<file path="src/rtl/nco_sweep_ctrl.sv">
// Frequency-sweep sequencer for a phase-accumulator NCO: latches a sweep descriptor, clears the
// NCO, then holds each control word for a dwell and steps it. Define NCO_SWEEP_SAT_EN for saturating steps.
module nco_sweep_ctrl #(
   parameter int FREQ_CTRL_WORD_LEN = 8,
   parameter int DWELL_BITS         = 12,
   parameter int STEP_CNT_BITS      = 6
) (
   input  logic                          clk,
   input  logic                          rst,
   input  logic                          start,
   input  logic                          abort,
   input  logic [FREQ_CTRL_WORD_LEN-1:0] start_word,
   input  logic [FREQ_CTRL_WORD_LEN-1:0] step_word,
   input  logic [DWELL_BITS-1:0]         dwell_len,
   input  logic [STEP_CNT_BITS-1:0]      num_steps,
   output logic [FREQ_CTRL_WORD_LEN-1:0] delta_phi,
   output logic                          nco_ena,
   output logic                          nco_rst,
   output logic                          busy,
   output logic                          done,
   output logic [STEP_CNT_BITS-1:0]      step_idx
);

   localparam int W = FREQ_CTRL_WORD_LEN;

   typedef enum logic [1:0] {
      S_IDLE,
      S_CLEAR,
      S_RUN,
      S_DONE
   } state_t;

   state_t                   state, state_nxt;
   logic [W-1:0]             step_word_q, step_word_nxt;
   logic [DWELL_BITS-1:0]    dwell_len_q, dwell_len_nxt;
   logic [STEP_CNT_BITS-1:0] num_steps_q, num_steps_nxt;
   logic [DWELL_BITS-1:0]    dwell_cnt, dwell_cnt_nxt;
   logic [DWELL_BITS-1:0]    dwell_last;
   logic [W-1:0]             delta_phi_nxt;
   logic [STEP_CNT_BITS-1:0] step_idx_nxt;

   // step_word is signed; delta_phi is treated as an unsigned frequency word.
   function automatic logic [W-1:0] step_add(input logic [W-1:0] word, input logic [W-1:0] step);
`ifdef NCO_SWEEP_SAT_EN
      logic signed [W+1:0] sum;
      sum = $signed({2'b00, word}) + $signed({{2{step[W-1]}}, step});
      if (sum[W+1])
         step_add = '0;
      else if (sum[W])
         step_add = '1;
      else
         step_add = sum[W-1:0];
`else
      step_add = word + step;
`endif
   endfunction

   // A dwell length of 0 behaves as 1.
   assign dwell_last = (dwell_len_q == '0) ? '0 : dwell_len_q - 1'b1;

   always_comb begin
      // NOTE: every signal gets a hold default first, so no path leaves one unassigned (no latches).
      state_nxt     = state;
      step_word_nxt = step_word_q;
      dwell_len_nxt = dwell_len_q;
      num_steps_nxt = num_steps_q;
      dwell_cnt_nxt = dwell_cnt;
      delta_phi_nxt = delta_phi;
      step_idx_nxt  = step_idx;
      if (abort) begin
         state_nxt = S_IDLE;
      end else begin
         unique case (state)
            S_IDLE: begin
               if (start) begin
                  state_nxt     = S_CLEAR;
                  step_word_nxt = step_word;
                  dwell_len_nxt = dwell_len;
                  num_steps_nxt = num_steps;
                  delta_phi_nxt = start_word;
                  step_idx_nxt  = '0;
                  dwell_cnt_nxt = '0;
               end
            end
            S_CLEAR: state_nxt = S_RUN;
            S_RUN: begin
               if (dwell_cnt == dwell_last) begin
                  if (step_idx == num_steps_q) begin
                     state_nxt = S_DONE;
                  end else begin
                     delta_phi_nxt = step_add(delta_phi, step_word_q);
                     step_idx_nxt  = step_idx + 1'b1;
                     dwell_cnt_nxt = '0;
                  end
               end else begin
                  dwell_cnt_nxt = dwell_cnt + 1'b1;
               end
            end
            S_DONE: state_nxt = S_IDLE;
            default: state_nxt = S_IDLE;
         endcase
      end
   end

   always_ff @(posedge clk) begin
      // NOTE: non-blocking assignments so every register samples pre-edge values.
      if (rst) begin
         state       <= S_IDLE;
         step_word_q <= '0;
         dwell_len_q <= '0;
         num_steps_q <= '0;
         dwell_cnt   <= '0;
         delta_phi   <= '0;
         step_idx    <= '0;
         nco_ena     <= 1'b0;
         nco_rst     <= 1'b0;
      end else begin
         state       <= state_nxt;
         step_word_q <= step_word_nxt;
         dwell_len_q <= dwell_len_nxt;
         num_steps_q <= num_steps_nxt;
         dwell_cnt   <= dwell_cnt_nxt;
         delta_phi   <= delta_phi_nxt;
         step_idx    <= step_idx_nxt;
         nco_ena     <= (state_nxt == S_RUN);
         nco_rst     <= (state_nxt == S_CLEAR);
      end
   end

   assign busy = (state == S_CLEAR) || (state == S_RUN);
   assign done = (state == S_DONE);

endmodule
</file>
<file path="config.mk">
export PLATFORM = sky130hd
export DESIGN_NAME = nco_sweep_ctrl
export DESIGN_NICKNAME = d
export VERILOG_FILES = /design/src/rtl/nco_sweep_ctrl.sv
export SDC_FILE = /design/constraint.sdc
export NUM_CORES = 1
export LEC_CHECK = 0
export CAP_MARGIN = 20
export CORE_MARGIN = 2
export CORE_UTILIZATION = 49
export DETAILED_ROUTE_END_ITERATION = 10
export PLACE_DENSITY = 0.77
export SYNTH_ARGS = -nofsm -noshare
export SYNTH_HDL_FRONTEND = slang
export SYNTH_SLANG_ARGS = --single-unit
</file>
<file path="constraint.sdc">
create_clock -name clk -period 2.9 [get_ports clk]
set_input_delay 0.29 -clock clk [delete_from_list [all_inputs] [get_ports clk]]
set_output_delay 0.29 -clock clk [all_outputs]
set_load 0.1 [all_outputs]
</file>
==> impl_metrics.toml, run 1 <==
[global_routing]
grt_start_max_net_pins = 34
antenna_found_initial = 0
track_usage_pct = 23.9
grt_pass1_wl_mm = 14.6
gr-usage-met1_pct = 31.8
met2_usage_pct = 41.0
met3_usage_pct = 4.27
busiest_layer = "met2"
grt_pass1_vias = 3128
overflow = 0

[yosys]
synth_seq_cells = 56
synth_simple_gate_area_share_pct = 27.4
synth_top_family_by_area = "simple AND/OR/NAND/NOR gates"
syn_area_per_cell_um2 = 8.05
yosys.area.top_type = "dfxtp_1"
synthAdderAreaFrac_pct = 5.36
synth_compound_gate_area_share_pct = 19.0
yosysWarnings = 0
netlist_area_um2 = 3410
synthMuxAreaShare_pct = 5.07
post_synth_inst_count = 423
synth-edff-count = 0
async_flop_share_pct = 0
yosys-top-cells-area = "dfxtp_1 (33%), nand2_1 (8.0%), a21oi_1 (5.7%), ha_1 (4.8%), mux2i_1 (4.4%)"
synth_ff_type = "dfxtp_1"
synth_top_area_share_pct = 32.9
synth_cell_type_count = 62
syn_nets = 475
seq_area_frac_synth_pct = 32.9
yosys.area_share.xor_xnor_pct = 4.88

[floorplanning]
die_area_um2 = 7640
io_pins = 56
start_util_pct = 50.4
core.rowCount = 30
die_h_um = 87.4
die_w_um = 87.4
coreArea_um2 = 6760

[finish]
final_util_pct = 65.5
final_common_cell = "nand2_1"
area_delta_synth_final_pct = 29.9
final_area_um2 = 4420
final_nets = 551
final_cell_mix = "nand2_1 (70), dfxtp_1 (54), buf_4 (47), clkdlybuf4s50_1 (37), a21oi_1 (33)"
nFillCells = 593
diodes = 0
drive_above_1_share_pct = 22.0

[sta]
max_slew_margin_pct = 46.8
rsz0062_at_grt = "true"
finClkSkew_ps = 6.75
worstMarginPinSlew_ps = 786
max_clock_freq_mhz = 329
period_minus_slack_ps = 3040
layout_setup_ws_ps = -140
drv_slew = 0
hold_viol = 0
setup_violations = 21
period_share_pct = 105

[setup_path]
r2r-end = "delta_phi[4]"
critPathRequiredTime_ps = 3110
critPathMaxStageDelay_ps = 470
cp-start-kind = "flip-flop"
rr_worst_depth = 12
endpoint_kind = "flip-flop"
critPathKind = "reg -> reg"
slowest_stage = "or4b_4"
path_max_fanout = 6
ff2ff_setup_slack_ps = -140
r2r-start = "dwell_len_q[0]"
crit_top_cell = "buf_4"
arrival_ps = 3250
cp_cell_sequence = "inv_2 > ha_4 > or4b_4 > o31a_1 > or3_1 > a2111o_1 > nor4_4 > a21o_1 > buf_4 > buf_6 > buf_4 > a211oi_2"

[power_and_ir_drop]
power_leakage_nw = 1.79
power.density_nw_per_um2 = 450
peakVddDrop_mv = 0.358
finalPower_w = 0.00199

[flow_run]
max_cap_violations = 0

[clock_network]
clkLatencyLatePin_ps = 320
cts_made_buffers = 5
path_clk_slew_ps = 110
cts_root_buffer = "clkbuf_8"
cts_tree = "built"
htreeDepth = 2
numClockSinks = 56
clk_path_buf_depth = 2
holdBufCountCts = 0

[detailed_routing]
vias = 3335
drcViolationCount = 0
drtAntennaViolNets = 0
routed_wl_mm = 8.77
routedWlPerCell_um = 15.1
first_iter_violations = 168
via_per_inst = 5.75
firstDrtPassIters = 4

[worst_hold_path]
hold_path_end = "step_word_q[5]"
hp-start = "step_word_q[5]"
hold_depth = 2
hold_class = "reg -> reg"

[outcome]
violations = "setup timing"
status = "finished with violations"

[placed_design]
place_congestion = 0.930
post-place-ws_ps = -194
dp_hpwl_mm = 6.35
portBuffers = 55
placed_cell_area_um2 = 4110
## cell families (layout without fill, tap and decap cells)
logic type | after synthesis | in the layout
buf+inv | 37 | 114
simple gates | 182 | 182
fa+ha+maj | 14 | 14
compound gates | 98 | 98
mux | 17 | 17
flops | 56 | 56
xor+xnor | 19 | 19
## critical path: cells and delay by family (launching register included)
family / cells / cell delay [ps]
fa+ha+maj: 1 / 120
compound gates: 4 / 1010
simple gates: 3 / 1030
flops: 1 / 340
buf+inv: 4 / 430
## how the worst max path moves through the flow
stage	depth (start not counted)	to	slack, ps	start
6_report	12	delta_phi[4]	-140	dwell_len_q[0]
3_5_place_dp	12	delta_phi[5]	-190	dwell_len_q[1]
4_1_cts	11	step_idx[2]	-110	dwell_len_q[0]
5_1_grt	11	step_idx[4]	-240	dwell_len_q[0]
2_1_floorplan	12	delta_phi[3]	-4	dwell_len_q[0]
3_3_place_gp	11	dwell_cnt[7]	-80	dwell_len_q[1]
## cell usage after synthesis, drive strengths merged (2+ instances only)
master,number
nand2,73
dfxtp,56
a21oi,40
nor2,27
inv,15
mux2i,15
clkbuf,14
ha,13
xnor2,13
o21ai,11
a31oi,10
nand2b,10
nor3,10
a211oi,8
and3,8
buf,8
or3,8
nand3,7
nor4,7
nand4,6
or2,6
xor2,6
or4,5
a21o,4
nor4b,4
o211ai,4
and2,3
o2111ai,3
o41ai,3
a211o,2
a31o,2
mux2,2
nand3b,2
nor2b,2
o21bai,2
## registers in the layout (all words and copies together), names as in the netlist
signal,cells
dwell_len_q,12
delta_phi,8
nco_rst,1
state,2
dwell_cnt,12
nco_ena,1
step_idx,6
num_steps_q,6
step_word_q,8
## through the flow
stage / hold slack, ps / cells / setup TNS [ps]
after floorplan: 418 / 423 / -8.25
after detailed placement: 453 / 564 / -3170
final: 466 / 580 / -1590
after CTS: 468 / 580 / -1800
after global routing: 492 / 580 / -4560
after global placement: 450 / 564 / -1150
## metal layers
layer	vias to the layer above	wire length (µm)
met1	1571	3880
met3	6	476
met5	-	0
met4	0	55
met2	99	4360
li1	1659	-
## area by class of cell
cell class                 count  area, µm²  area share, %
multi-input combinational    330       2230           50.3
sequential                    56       1120           25.4
clock inverter                 3       46.3           1.05
inverter                      15       56.3           1.27
timing repair buffer          91        802           18.1
clock buffer                   5       68.8           1.56
tap                           80        100           2.26
## power by group
group | leakage [nW] | switching, W | total (W) | internal (W)
Sequential | 0.457 | 0.0000264 | 0.000828 | 0.000801
Combinational | 1.28 | 0.000362 | 0.000619 | 0.000257
Clock | 0.0548 | 0.000282 | 0.000543 | 0.000261
Total | 1.79 | 0.000670 | 0.00199 | 0.00132
## timing repair
| item | 4_1_cts | 5_1_grt |
|---|---|---|
| buffers inserted | 6 | 0 |
| gates resized for setup | 20 | 25 |
| cloned | 2 | 0 |
| pin swaps | 3 | 15 |
| setup endpoints to repair | 28 | 29 |
Note: power is estimated with default switching activity, not from simulation.
==> inputs of run 2 (changes only) <==
TNS_END_PERCENT = 1   (was unset)
==> run 2 against run 1 <==
- the run still ends with setup timing left
- utilization down 1.5 points
- die area stayed put
- highest routed layer unchanged
- critical path depth did not move
- sequential cell count unchanged
- register-to-register slack improved by 90 ps
- via count shrank 0.75%
==> impl_metrics.toml, run 2 (synthesis gave the netlist of run 1 again) <==
[clock_network]
clk_path_buf_depth = 2
htreeDepth = 2
clkLatencyLatePin_ps = 320
post_cts.repair.setup_buffers = 0
cts_made_buffers = 5
cts_tree = "built"
path_clk_slew_ps = 100
numClockSinks = 56
cts_root_buffer = "clkbuf_8"

[floorplanning]
io_pins = 56
core.rowCount = 30
die_w_um = 87.4
die_area_um2 = 7640
start_util_pct = 50.4
die_h_um = 87.4
coreArea_um2 = 6760

[detailed_routing]
via_per_inst = 5.73
drcViolationCount = 0
drtAntennaViolNets = 0
first_iter_violations = 137
routedWlPerCell_um = 14.9
firstDrtPassIters = 5
routed_wl_mm = 8.62
vias = 3310

[setup_path]
cp-start-kind = "flip-flop"
critPathMaxStageDelay_ps = 480
critPathBufInv = 4
critPathKind = "reg -> reg"
path_max_fanout = 8
slowest_stage = "or4b_4"
rr_worst_depth = 12
critical_path.top_delay_family = "compound AO/OA/AOI/OAI gates"
critPathRequiredTime_ps = 3140
cp_cell_sequence = "inv_1 > ha_1 > or4b_4 > buf_12 > o41ai_1 > mux2i_1 > a31o_1 > nor4_4 > buf_4 > a41o_2 > inv_1 > a31oi_1"
endpoint_kind = "flip-flop"
path_depth = 12
arrival_ps = 3190
crit_top_cell = "inv_1"

[placed_design]
dp_hpwl_mm = 6.43
portBuffers = 55
place_congestion = 0.930
placed_cell_area_um2 = 4170

[global_routing]
overflow = 0
antenna_found_initial = 0
grt_pass1_vias = 2986
grt_pass1_wl_mm = 14.2
track_usage_pct = 23.1
grt_start_max_net_pins = 33

[finish]
multi_input_area_um2 = 2170
reg_top3 = "dwell_cnt (12), dwell_len_q (12)"
final_util_pct = 64.0
nFillCells = 622
area_delta_synth_final_pct = 26.9
final_nets = 549
final_area_um2 = 4320
diodes = 0
final_cell_mix = "nand2_1 (73), dfxtp_1 (56), buf_4 (50), a21oi_1 (38), clkdlybuf4s50_1 (37)"
layout.area.seq_um2 = 1120
final_common_cell = "nand2_1"
drive_above_1_share_pct = 17.3

[power_and_ir_drop]
swShare_pct = 34.5
peakVddDrop_mv = 0.240
combPwrFrac_pct = 32.9
seq_power_share_pct = 43.8
power.density_nw_per_um2 = 436
p_int_w = 0.00123
clockPowerShare_pct = 23.3
power_switching_w = 0.000650
power_leakage_nw = 1.76

[sta]
layout_setup_ws_ps = -48.2
max_slew_margin_pct = 56.1
worstMarginPinSlew_ps = 650
period_minus_slack_ps = 2950
finClkSkew_ps = 13.5
max_clock_freq_mhz = 339
drv_slew = 0
setup_violations = 12
period_share_pct = 102
hold_viol = 0
rsz0062_at_grt = "true"

[worst_hold_path]
hold_depth = 2
hold_class = "reg -> reg"

[outcome]
status = "finished with violations"
violations = "setup timing"

[flow_run]
max_cap_violations = 0
==> run 2: cell types whose count changed in the layout (fill, tap and decap cells not counted), moves of 4 or more <==
cell	before	now
nor2_1	21	25
a21oi_1	33	38
a21oi_2	7	2
buf_6	7	0
==> run 2: through the flow <==
stage	std cells	total power (W)	setup TNS (ps)	worst slack, ps	hold slack [ps]
floorplan	423	0.00125	-284	-69.4	426
global placement	570	0.00143	-257	-49.8	448
detailed placement	570	0.00144	-1460	-132	455
CTS	578	0.00189	-164	-39.0	471
global route	578	0.00198	-3780	-210	493
finish	578	0.00188	-282	-48.2	470
==> run 2: power groups by stage <==
stage	clock network, W	registers (W)	logic, W
floorplan	0	0.000929	0.000319
global placement	0	0.000842	0.000592
detailed placement	0	0.000843	0.000596
CTS	0.000451	0.000826	0.000612
global route	0.000483	0.000831	0.000668
finish	0.000439	0.000826	0.000620
==> run 2: worst min-delay path, cell delays in order, from the launching register on <==
cell and delay [ps]:
dfxtp_1 330, nand2_1 50, a21oi_1 50
==> run 2: area by class of cell <==
| cell class | count | share of cell area [%] |
|---|---|---|
| clock buffers | 6 | 1.68 |
| inverters | 15 | 1.30 |
| clock inverters | 2 | 0.376 |
| well taps | 80 | 2.31 |
| repair buffers | 89 | 18.2 |
| multi-input cells | 330 | 50.2 |
| flip-flops and latches | 56 | 25.9 |
==> run 2: timing repair <==
action | in CTS | in global routing
gates resized for setup | 8 | 6
setup endpoints to repair | 26 | 29
cloned | 0 | 0
pin swaps | 5 | 5
hold buffers | 0 | 0
==> run 2: worst paths after layout <==
| check | from | endpoint | slack [ps] |
|---|---|---|---|
| hold / removal | step_word_q[5] | step_word_q[5] | 470 |
| setup / recovery | dwell_len_q[0] | dwell_cnt[9] | -50 |
| hold reg to reg | step_word_q[5] | step_word_q[5] | 470 |
| setup reg to reg | dwell_len_q[0] | dwell_cnt[9] | -50 |
==> run 2: routing by layer <==
layer	GRT usage [%]	wire length (µm)
met5	0	0
met4	5.03	60
met3	3.70	510
met2	36.8	4070
met1	32.9	3980
